## config.mk

```make
export PLATFORM = sky130hd
export DESIGN_NAME = hazard_fwd_unit
export DESIGN_NICKNAME = d
export VERILOG_FILES = /design/src/rtl/cpu_pipe_pkg.sv /design/src/rtl/pipe_dst_tracker.sv /design/src/rtl/hazard_fwd_unit.sv
export SDC_FILE = /design/constraint.sdc
export NUM_CORES = 1
export LEC_CHECK = 0
export ABC_AREA = 1
export BUFFER_PORTS_ARGS = -buffer_cell sky130_fd_sc_hd__buf_2
export CORE_ASPECT_RATIO = 0.8
export CORE_MARGIN = 2
export CORE_UTILIZATION = 40
export DETAILED_ROUTE_END_ITERATION = 6
export GPL_ROUTABILITY_DRIVEN = 0
export GPL_TIMING_DRIVEN = 0
export MAX_ROUTING_LAYER = met4
export PLACE_DENSITY = 0.6
export SKIP_LAST_GASP = 1
export SYNTH_ARGS = -nofsm -noshare
export SYNTH_HDL_FRONTEND = slang
export SYNTH_HIERARCHICAL = 1
export SYNTH_SLANG_ARGS = --single-unit
```

## constraint.sdc

```tcl
create_clock -name clk -period 1.73 [get_ports clk]
set_input_delay 0.173 -clock clk [delete_from_list [all_inputs] [get_ports clk]]
set_output_delay 0.173 -clock clk [all_outputs]
set_load 0.01 [all_outputs]
```

## src/rtl/cpu_pipe_pkg.sv

```systemverilog
// rtl/cpu_pipe_pkg.sv - shared pipeline types for hazard detection and forwarding
package cpu_pipe_pkg;

    localparam int REG_AW = 5;

    localparam logic [1:0] FWD_RF    = 2'b00;
    localparam logic [1:0] FWD_EXMEM = 2'b01;
    localparam logic [1:0] FWD_MEMWB = 2'b10;

    // One in-flight instruction: valid, destination, writes-register, is-load
    typedef struct packed {
        logic              v;
        logic [REG_AW-1:0] dst;
        logic              wr;
        logic              ld;
    } trk_entry_t;

    // A producer entry matches a source register; register 0 never matches
    function automatic logic dst_match(input trk_entry_t e, input logic [REG_AW-1:0] r);
        return e.v & e.wr & (e.dst == r) & (r != '0);
    endfunction

endpackage

```

## src/rtl/pipe_dst_tracker.sv

```systemverilog
// rtl/pipe_dst_tracker.sv - EX/MEM/WB destination tracker with bubble insert
module pipe_dst_tracker
    import cpu_pipe_pkg::*;
(
    input  logic       clk_i,
    input  logic       rst_i,
    input  logic       bubble_i,
    input  trk_entry_t id_entry_i,
    output trk_entry_t ex_o,
    output trk_entry_t mem_o,
    output trk_entry_t wb_o
);

    trk_entry_t ex_q, mem_q, wb_q;
    trk_entry_t ex_d;

    // The instruction entering EX is replaced by an all-zero entry on a bubble
    always_comb begin
        ex_d = bubble_i ? '0 : id_entry_i;
    end

    // Advance the three-stage shift every cycle
    always_ff @(posedge clk_i or posedge rst_i) begin
        if (rst_i) begin
            ex_q  <= '0;
            mem_q <= '0;
            wb_q  <= '0;
        end else begin
            wb_q  <= mem_q;
            mem_q <= ex_q;
            ex_q  <= ex_d;
        end
    end

    assign ex_o  = ex_q;
    assign mem_o = mem_q;
    assign wb_o  = wb_q;

endmodule

```

## src/rtl/hazard_fwd_unit.sv

```systemverilog
// rtl/hazard_fwd_unit.sv - load-use stall, ID/EX bubble and registered forwarding selects
module hazard_fwd_unit
    import cpu_pipe_pkg::*;
#(
    parameter int CNT_W = 32
) (
    input  logic             clk,
    input  logic             rst,
    input  logic             id_valid,
    input  logic [4:0]       id_rs,
    input  logic [4:0]       id_rt,
    input  logic             id_read_rs,
    input  logic             id_read_rt,
    input  logic [4:0]       id_dst,
    input  logic             id_reg_write,
    input  logic             id_lw,
    input  logic             flush,
    output logic             stall,
    output logic             bubble,
    output logic [1:0]       fwd_a,
    output logic [1:0]       fwd_b,
    output logic [CNT_W-1:0] stall_cnt
);

    trk_entry_t id_entry, ex_e, mem_e, wb_e;
    logic       hz;
    logic [1:0] fwd_a_d, fwd_a_q, fwd_b_d, fwd_b_q;
    logic [CNT_W-1:0] stall_cnt_q;

    // Youngest producer wins; WB needs no select because the regfile is write-through
    function automatic logic [1:0] fwd_sel(input logic rd, input logic [4:0] r,
                                           input trk_entry_t ex, input trk_entry_t mem);
        if (rd && dst_match(ex, r))  return FWD_EXMEM;
        if (rd && dst_match(mem, r)) return FWD_MEMWB;
        return FWD_RF;
    endfunction

    // A write to $0 is recorded as a non-writer so it can never be forwarded
    always_comb begin
        id_entry     = '0;
        id_entry.v   = id_valid;
        id_entry.dst = id_dst;
        id_entry.wr  = id_reg_write & (id_dst != '0);
        id_entry.ld  = id_lw;
    end

    pipe_dst_tracker u_tracker (
        .clk_i      (clk),
        .rst_i      (rst),
        .bubble_i   (bubble),
        .id_entry_i (id_entry),
        .ex_o       (ex_e),
        .mem_o      (mem_e),
        .wb_o       (wb_e)
    );

    // Load in EX feeding a source read in ID; flush wins so the redirect proceeds
    always_comb begin
        hz = id_valid & ex_e.ld &
             ((dst_match(ex_e, id_rs) & id_read_rs) | (dst_match(ex_e, id_rt) & id_read_rt));
        stall  = hz & ~flush;
        bubble = hz | flush | ~id_valid;
    end

    // Selects for the instruction entering EX; a bubble reads the regfile
    always_comb begin
        fwd_a_d = FWD_RF;
        fwd_b_d = FWD_RF;
        if (!bubble) begin
            fwd_a_d = fwd_sel(id_read_rs, id_rs, ex_e, mem_e);
            fwd_b_d = fwd_sel(id_read_rt, id_rt, ex_e, mem_e);
        end
    end

    // Register forwarding selects and the saturating stall counter
    always_ff @(posedge clk or posedge rst) begin
        if (rst) begin
            fwd_a_q     <= FWD_RF;
            fwd_b_q     <= FWD_RF;
            stall_cnt_q <= '0;
        end else begin
            fwd_a_q <= fwd_a_d;
            fwd_b_q <= fwd_b_d;
            if (stall && (stall_cnt_q != {CNT_W{1'b1}})) begin
                stall_cnt_q <= stall_cnt_q + {{(CNT_W-1){1'b0}}, 1'b1};
            end
        end
    end

    assign fwd_a     = fwd_a_q;
    assign fwd_b     = fwd_b_q;
    assign stall_cnt = stall_cnt_q;

endmodule
```

==> impl_metrics.yaml, run 1 <==
outcome:
  violations: "setup timing"
  status: "finished with violations"
timing:
  fin_skew_ps: 8.047
  fmax_mhz: 562.5
  setup_viol_count_final: 32
  final_hold_viol_count: 0
  rsz0062_at_grt: "yes"
  fin_tns_setup_ps: -1041
  tightest_slew_ps: 776.4
  min_period_ps: 1778
  slew_violations: 0
  fin_ws_ps: -47.71
  slew_headroom: 0.4816
  post-route-period-util: 1.028
clock_tree:
  clockBufferDepth: 2
  clk_latency_ps: 300
  clock_sinks: 51
  cts_root_buf: "clkbuf_8"
  path_clk_slew_ps: 90
  tritoncts: "built"
  cts-buffers-inserted: 5
  htreeDepth: 2
cells_and_area:
  postLayoutCoreUtil: 0.5364
  nets: 537
  drive_gt1_frac: 0.2918
  final_common_cell: "nand2_1"
  antenna_cells: 0
  layout_common_cells: "161 x nand2_1, 58 x buf_2, 46 x dfrtp_1"
  flow.area_growth_from_synthesis_pct: 29.69
global_routing:
  grt_usage: 0.2023
  grt_antenna_before_repair: 0
  grt_overflow: 0
  grt_pass1_wl_mm: 12.76
  grt_pass1_vias: 2606
  grt_max_degree: 37
routing:
  wl_met2_mm: 3.351
  wl_per_cell_um: 13.07
  routed_wl_mm: 8.091
  met3_length_um: 493
  vias_per_cell: 4.682
  top_layer_used: "met4"
  drt-met1-wl_mm: 4.170
  ant_nets: 0
  firstDrtPassIters: 5
  drc: 0
  vias: 2898
  drtIter0Drc: 160
floorplanning:
  rows: 28
  core-area_sq_um: 7427
  ioPinCount: 61
  die_h_um: 82.38
  die_w_um: 102.0
  initial_core_util: 0.4136
  die_area_sq_um: 8401
critical_path:
  r2r_cells: 12
  arrival_ps: 1970
  crit_type: "flip-flop to flip-flop"
  worstPathMaxFanout: 8
  end_kind: "flip-flop"
  crit_required_ps: 1930
  worst_setup_path_start_kind: "flip-flop"
power_and_ir_drop:
  netSwitchingPower_mw: 0.4973
  p_total_mw: 2.229
  leakagePower_nw: 2.124
  intPower_mw: 1.732
  clock_power_share: 0.388
  swShare: 0.2231
  ir_worst_vdd_uv: 341.4
  p_comb_frac: 0.066
  power_frac_seq: 0.546
  power_density_nw_per_um2: 559.6
placed_design:
  hpwlAfterDp_mm: 5.836
  portBuffers: 60
hold_path:
  hold_path_depth: 3
  holdCritPathClass: "primary input to flip-flop"
synthesis:
  yosysWarnings: 6
  syn_inst: 422
  synth_area_sq_um: 3072
  syn-num-nets: 446
  synth.avg_cell_area_sq_um: 7.279
flow_run:
  maxCapViolations: 0
## area by class of cell
type / count / area (sq um)
Fill cell: 767 / 3443
Clock buffer: 6 / 82.58
Clock inverter: 2 / 35.03
Timing Repair Buffer: 84 / 523.0
Multi-Input combinational cell: 319 / 1670
Tap cell: 105 / 131.4
Buffer: 7 / 90.09
Sequential cell: 51 / 1282
Inverter: 45 / 168.9
## per-layer routing
| layer | global-route usage | vias to the layer above |
|---|---|---|
| li1 | - | 1469 |
| met1 | 0.3064 | 1333 |
| met2 | 0.2849 | 85 |
| met3 | 0.03367 | 11 |
| met4 | 0.03867 | 0 |
| met5 | - | - |
## repair_timing
item                                   CTS  global route
gates cloned                             0             3
setup buffers                           13             7
endpoints found under the hold margin   15             0
gates resized for setup                 13            44
setup endpoints to repair               34            42
pin swaps                                9            21
hold buffers                             1             0
## stage by stage
stage	instance area, sq um	hold WS, ps	std cells	worst slack, ps
floorplan	3072	74.48	422	27.72
global placement	3503	252.5	587	-198.7
detailed placement	3503	266.0	587	-236.6
CTS	3779	64.11	609	-18.45
global route	3984	66.21	619	-169.5
finish	3984	69.30	619	-47.71
## worst max-delay path: stages (launching register included)
cell and delay (ps):
dfrtp_1 420, ha_4 170, nand3_4 90, nor3_4 190
inv_2 100, nor2_4 140, nand2_4 80, inv_2 70
nor2_4 40, buf_12 140, buf_6 130, nand2_1 50
nand2_1 50
## sequential cells by signal, indices dropped and copies added (netlist names)
| signal | count |
|---|---|
| u_tracker/mem_o | 7 |
| stall_cnt | 32 |
| u_tracker/ex_o | 8 |
| fwd_a | 2 |
| fwd_b | 2 |
## power by group through the flow
stage / registers, mW / logic (mW) / clock network, mW
2_1_floorplan: 1.24 / 0.0807 / 0
4_1_cts: 1.22 / 0.143 / 0.886
3_3_place_gp: 1.24 / 0.132 / 0
5_1_grt: 1.22 / 0.170 / 0.936
6_report: 1.22 / 0.148 / 0.864
3_5_place_dp: 1.24 / 0.136 / 0
## path summary, 6_finish.rpt
path,from,slack [ps],end
worst max register to register,stall_cnt[0],-50,stall_cnt[11]
worst min register to register,u_tracker/ex_o[7],390,u_tracker/mem_o[7]
worst max-delay path,stall_cnt[0],-50,stall_cnt[11]
max in group asynchronous,rst,620,stall_cnt[8]
worst min-delay path,id_lw,70,u_tracker/ex_o[0]
min in group asynchronous,rst,460,u_tracker/ex_o[0]
(Power assumes the default switching activity.)
==> run 2: changes to the inputs <==
--- a/config.mk
+++ b/config.mk
@@ -15,6 +15,7 @@
 export GPL_TIMING_DRIVEN = 0
 export MAX_ROUTING_LAYER = met4
 export PLACE_DENSITY = 0.6
+export SETUP_SLACK_MARGIN = 0.2
 export SKIP_LAST_GASP = 1
 export SYNTH_ARGS = -nofsm -noshare
 export SYNTH_HDL_FRONTEND = slang
==> run 2 against run 1 <==
  * Worst setup slack lost 17 ps
  * Flip-flop and latch count unchanged
  * Non-clock buffer count up 3
  * Clock-buffer cell count stayed put
  * Critical endpoint is now stall_cnt[25]
  * Highest routed layer unchanged
  * Total power grew 4.6%
  * The flow still finishes with violations (setup timing)
==> impl_metrics.yaml, run 2 (synthesized netlist as in run 1, its figures left out) <==
outcome:
  status: "finished with violations"
  violations: "setup timing"
clock_tree:
  htreeDepth: 2
  clock_sinks: 51
  cts_root_buf: "clkbuf_8"
  path_clk_slew_ps: 90
  cts-buffers-inserted: 5
  clk_latency_ps: 300
  tritoncts: "built"
  clockBufferDepth: 2
timing:
  slew_headroom: 0.4845
  rsz0062_at_grt: "yes"
  post-route-period-util: 1.037
  final_hold_viol_count: 0
  fin_tns_setup_ps: -1345
  setup_viol_count_final: 33
  tightest_slew_ps: 772.1
  fmax_mhz: 557.3
  min_period_ps: 1794
  fin_ws_ps: -64.44
  slew_violations: 0
  fin_skew_ps: 6.770
hold_path:
  hp-start: "id_lw"
  holdCritPathClass: "primary input to flip-flop"
routing:
  top_layer_used: "met4"
  routed_wl_mm: 8.210
  wl_met2_mm: 3.398
  drt-met1-wl_mm: 4.337
  met3_length_um: 434
  drtIter0Drc: 189
  wl_per_cell_um: 13.20
  vias_per_cell: 4.728
  vias: 2941
  firstDrtPassIters: 4
  ant_nets: 0
  drc: 0
floorplanning:
  ioPinCount: 61
  core-area_sq_um: 7427
  die_w_um: 102.0
  rows: 28
  die_h_um: 82.38
  die_area_sq_um: 8401
  initial_core_util: 0.4136
cells_and_area:
  largest_reg_flops: 32
  layout_common_cells: "160 x nand2_1, 58 x buf_2, 46 x nor2_1"
  finalInstanceArea_sq_um: 4048
  fillers: 739
  final_common_cell: "nand2_1"
  flow.area_growth_from_synthesis_pct: 31.77
  drive_gt1_frac: 0.3017
  postLayoutCoreUtil: 0.5450
  antenna_cells: 0
  nets: 540
global_routing:
  grt_pass1_wl_mm: 13.29
  grt_antenna_before_repair: 0
  grt_max_degree: 37
  grt_usage: 0.2104
  grt_pass1_vias: 2640
  grt_overflow: 0
critical_path:
  rr_endpoint: "stall_cnt[25]"
  worst_setup_path_start_kind: "flip-flop"
  endpoint: "stall_cnt[25]"
  crit_required_ps: 1920
  end_kind: "flip-flop"
  worstPathMaxFanout: 7
  worstSetupStartpoint: "stall_cnt[0]"
  arrival_ps: 1990
  reg2reg_slack_ps: -60
  r2r-start: "stall_cnt[0]"
  r2r_cells: 12
  crit_type: "flip-flop to flip-flop"
placed_design:
  dpl_cell_area_sq_um: 3506
  portBuffers: 60
  hpwlAfterDp_mm: 5.784
power_and_ir_drop:
  power_density_nw_per_um2: 576.2
  ir_worst_vdd_uv: 342.6
  leakagePower_nw: 2.176
  p_total_mw: 2.332
flow_run:
  maxCapViolations: 0
-- run 2: changes by cell type in the layout (fill, tap and decap cells not counted), sizes merged --
| cell | previous run | this run |
|---|---|---|
| buf | 90 | 93 |
| bufinv | 1 | 2 |
| clkinv | 1 | 0 |
-- run 2: critical path: stages (launching register included) --
cell and delay [ps]:
dfrtp_1 400, ha_4 170, nand3_4 90, nor3_4 210
inv_2 100, nor2_4 140, nand2_4 90, inv_4 70
nor2_4 40, buf_12 130, buf_4 150, nand2_1 50
nand2_1 40
-- run 2: final cells by class --
type / instances / area [sq um] / area share
sequential: 51 / 1287 / 0.3181
buffer: 7 / 86.33 / 0.02133
timing repair buffer: 87 / 560.5 / 0.1385
clock buffer: 6 / 72.57 / 0.01793
clock inverter: 2 / 60.06 / 0.01484
multi-input combinational: 319 / 1678 / 0.4145
inverter: 45 / 171.4 / 0.04235
tap: 105 / 131.4 / 0.03246
-- run 2: how the worst min path moves through the flow --
stage / slack (ps) / cells past startpoint / end
floorplan: 70 / 1 / u_tracker/ex_o[0]
global placement: 250 / 2 / u_tracker/ex_o[0]
detailed placement: 270 / 2 / u_tracker/ex_o[0]
CTS: 60 / 3 / u_tracker/ex_o[0]
global route: 60 / 3 / u_tracker/ex_o[0]
finish: 60 / 3 / u_tracker/ex_o[0]
-- run 2: timing repair --
item | in CTS | in global routing
setup endpoints to repair | 45 | 45
buffers inserted | 19 | 3
pin swaps | 12 | 10
hold buffers | 1 | 0
resized for setup | 17 | 48
cloned | 1 | 3
hold endpoints to repair | 15 | 0
-- run 2: power by group --
part / leakage (nW) / total [mW] / switching, mW / internal, mW
Combinational: 1.42 / 0.148 / 0.0892 / 0.0588
Clock: 0.0654 / 0.966 / 0.388 / 0.578
Sequential: 0.690 / 1.22 / 0.0133 / 1.20
-- run 2: routing by layer --
| metal | up-vias | GRT usage |
|---|---|---|
| li1 | 1475 | - |
| met1 | 1380 | 0.3180 |
| met2 | 82 | 0.3020 |
| met3 | 4 | 0.03451 |
| met4 | 0 | 0.03200 |
| met5 | - | - |
-- run 2: stage by stage --
stage	hold WS, ps	cells	setup WS [ps]
6_report	64.56	622	-64.44
5_1_grt	58.58	622	-159.3
4_1_cts	58.42	616	-11.35
3_5_place_dp	274.8	587	-193.9
3_3_place_gp	251.5	587	-179.7
2_1_floorplan	74.48	422	36.01
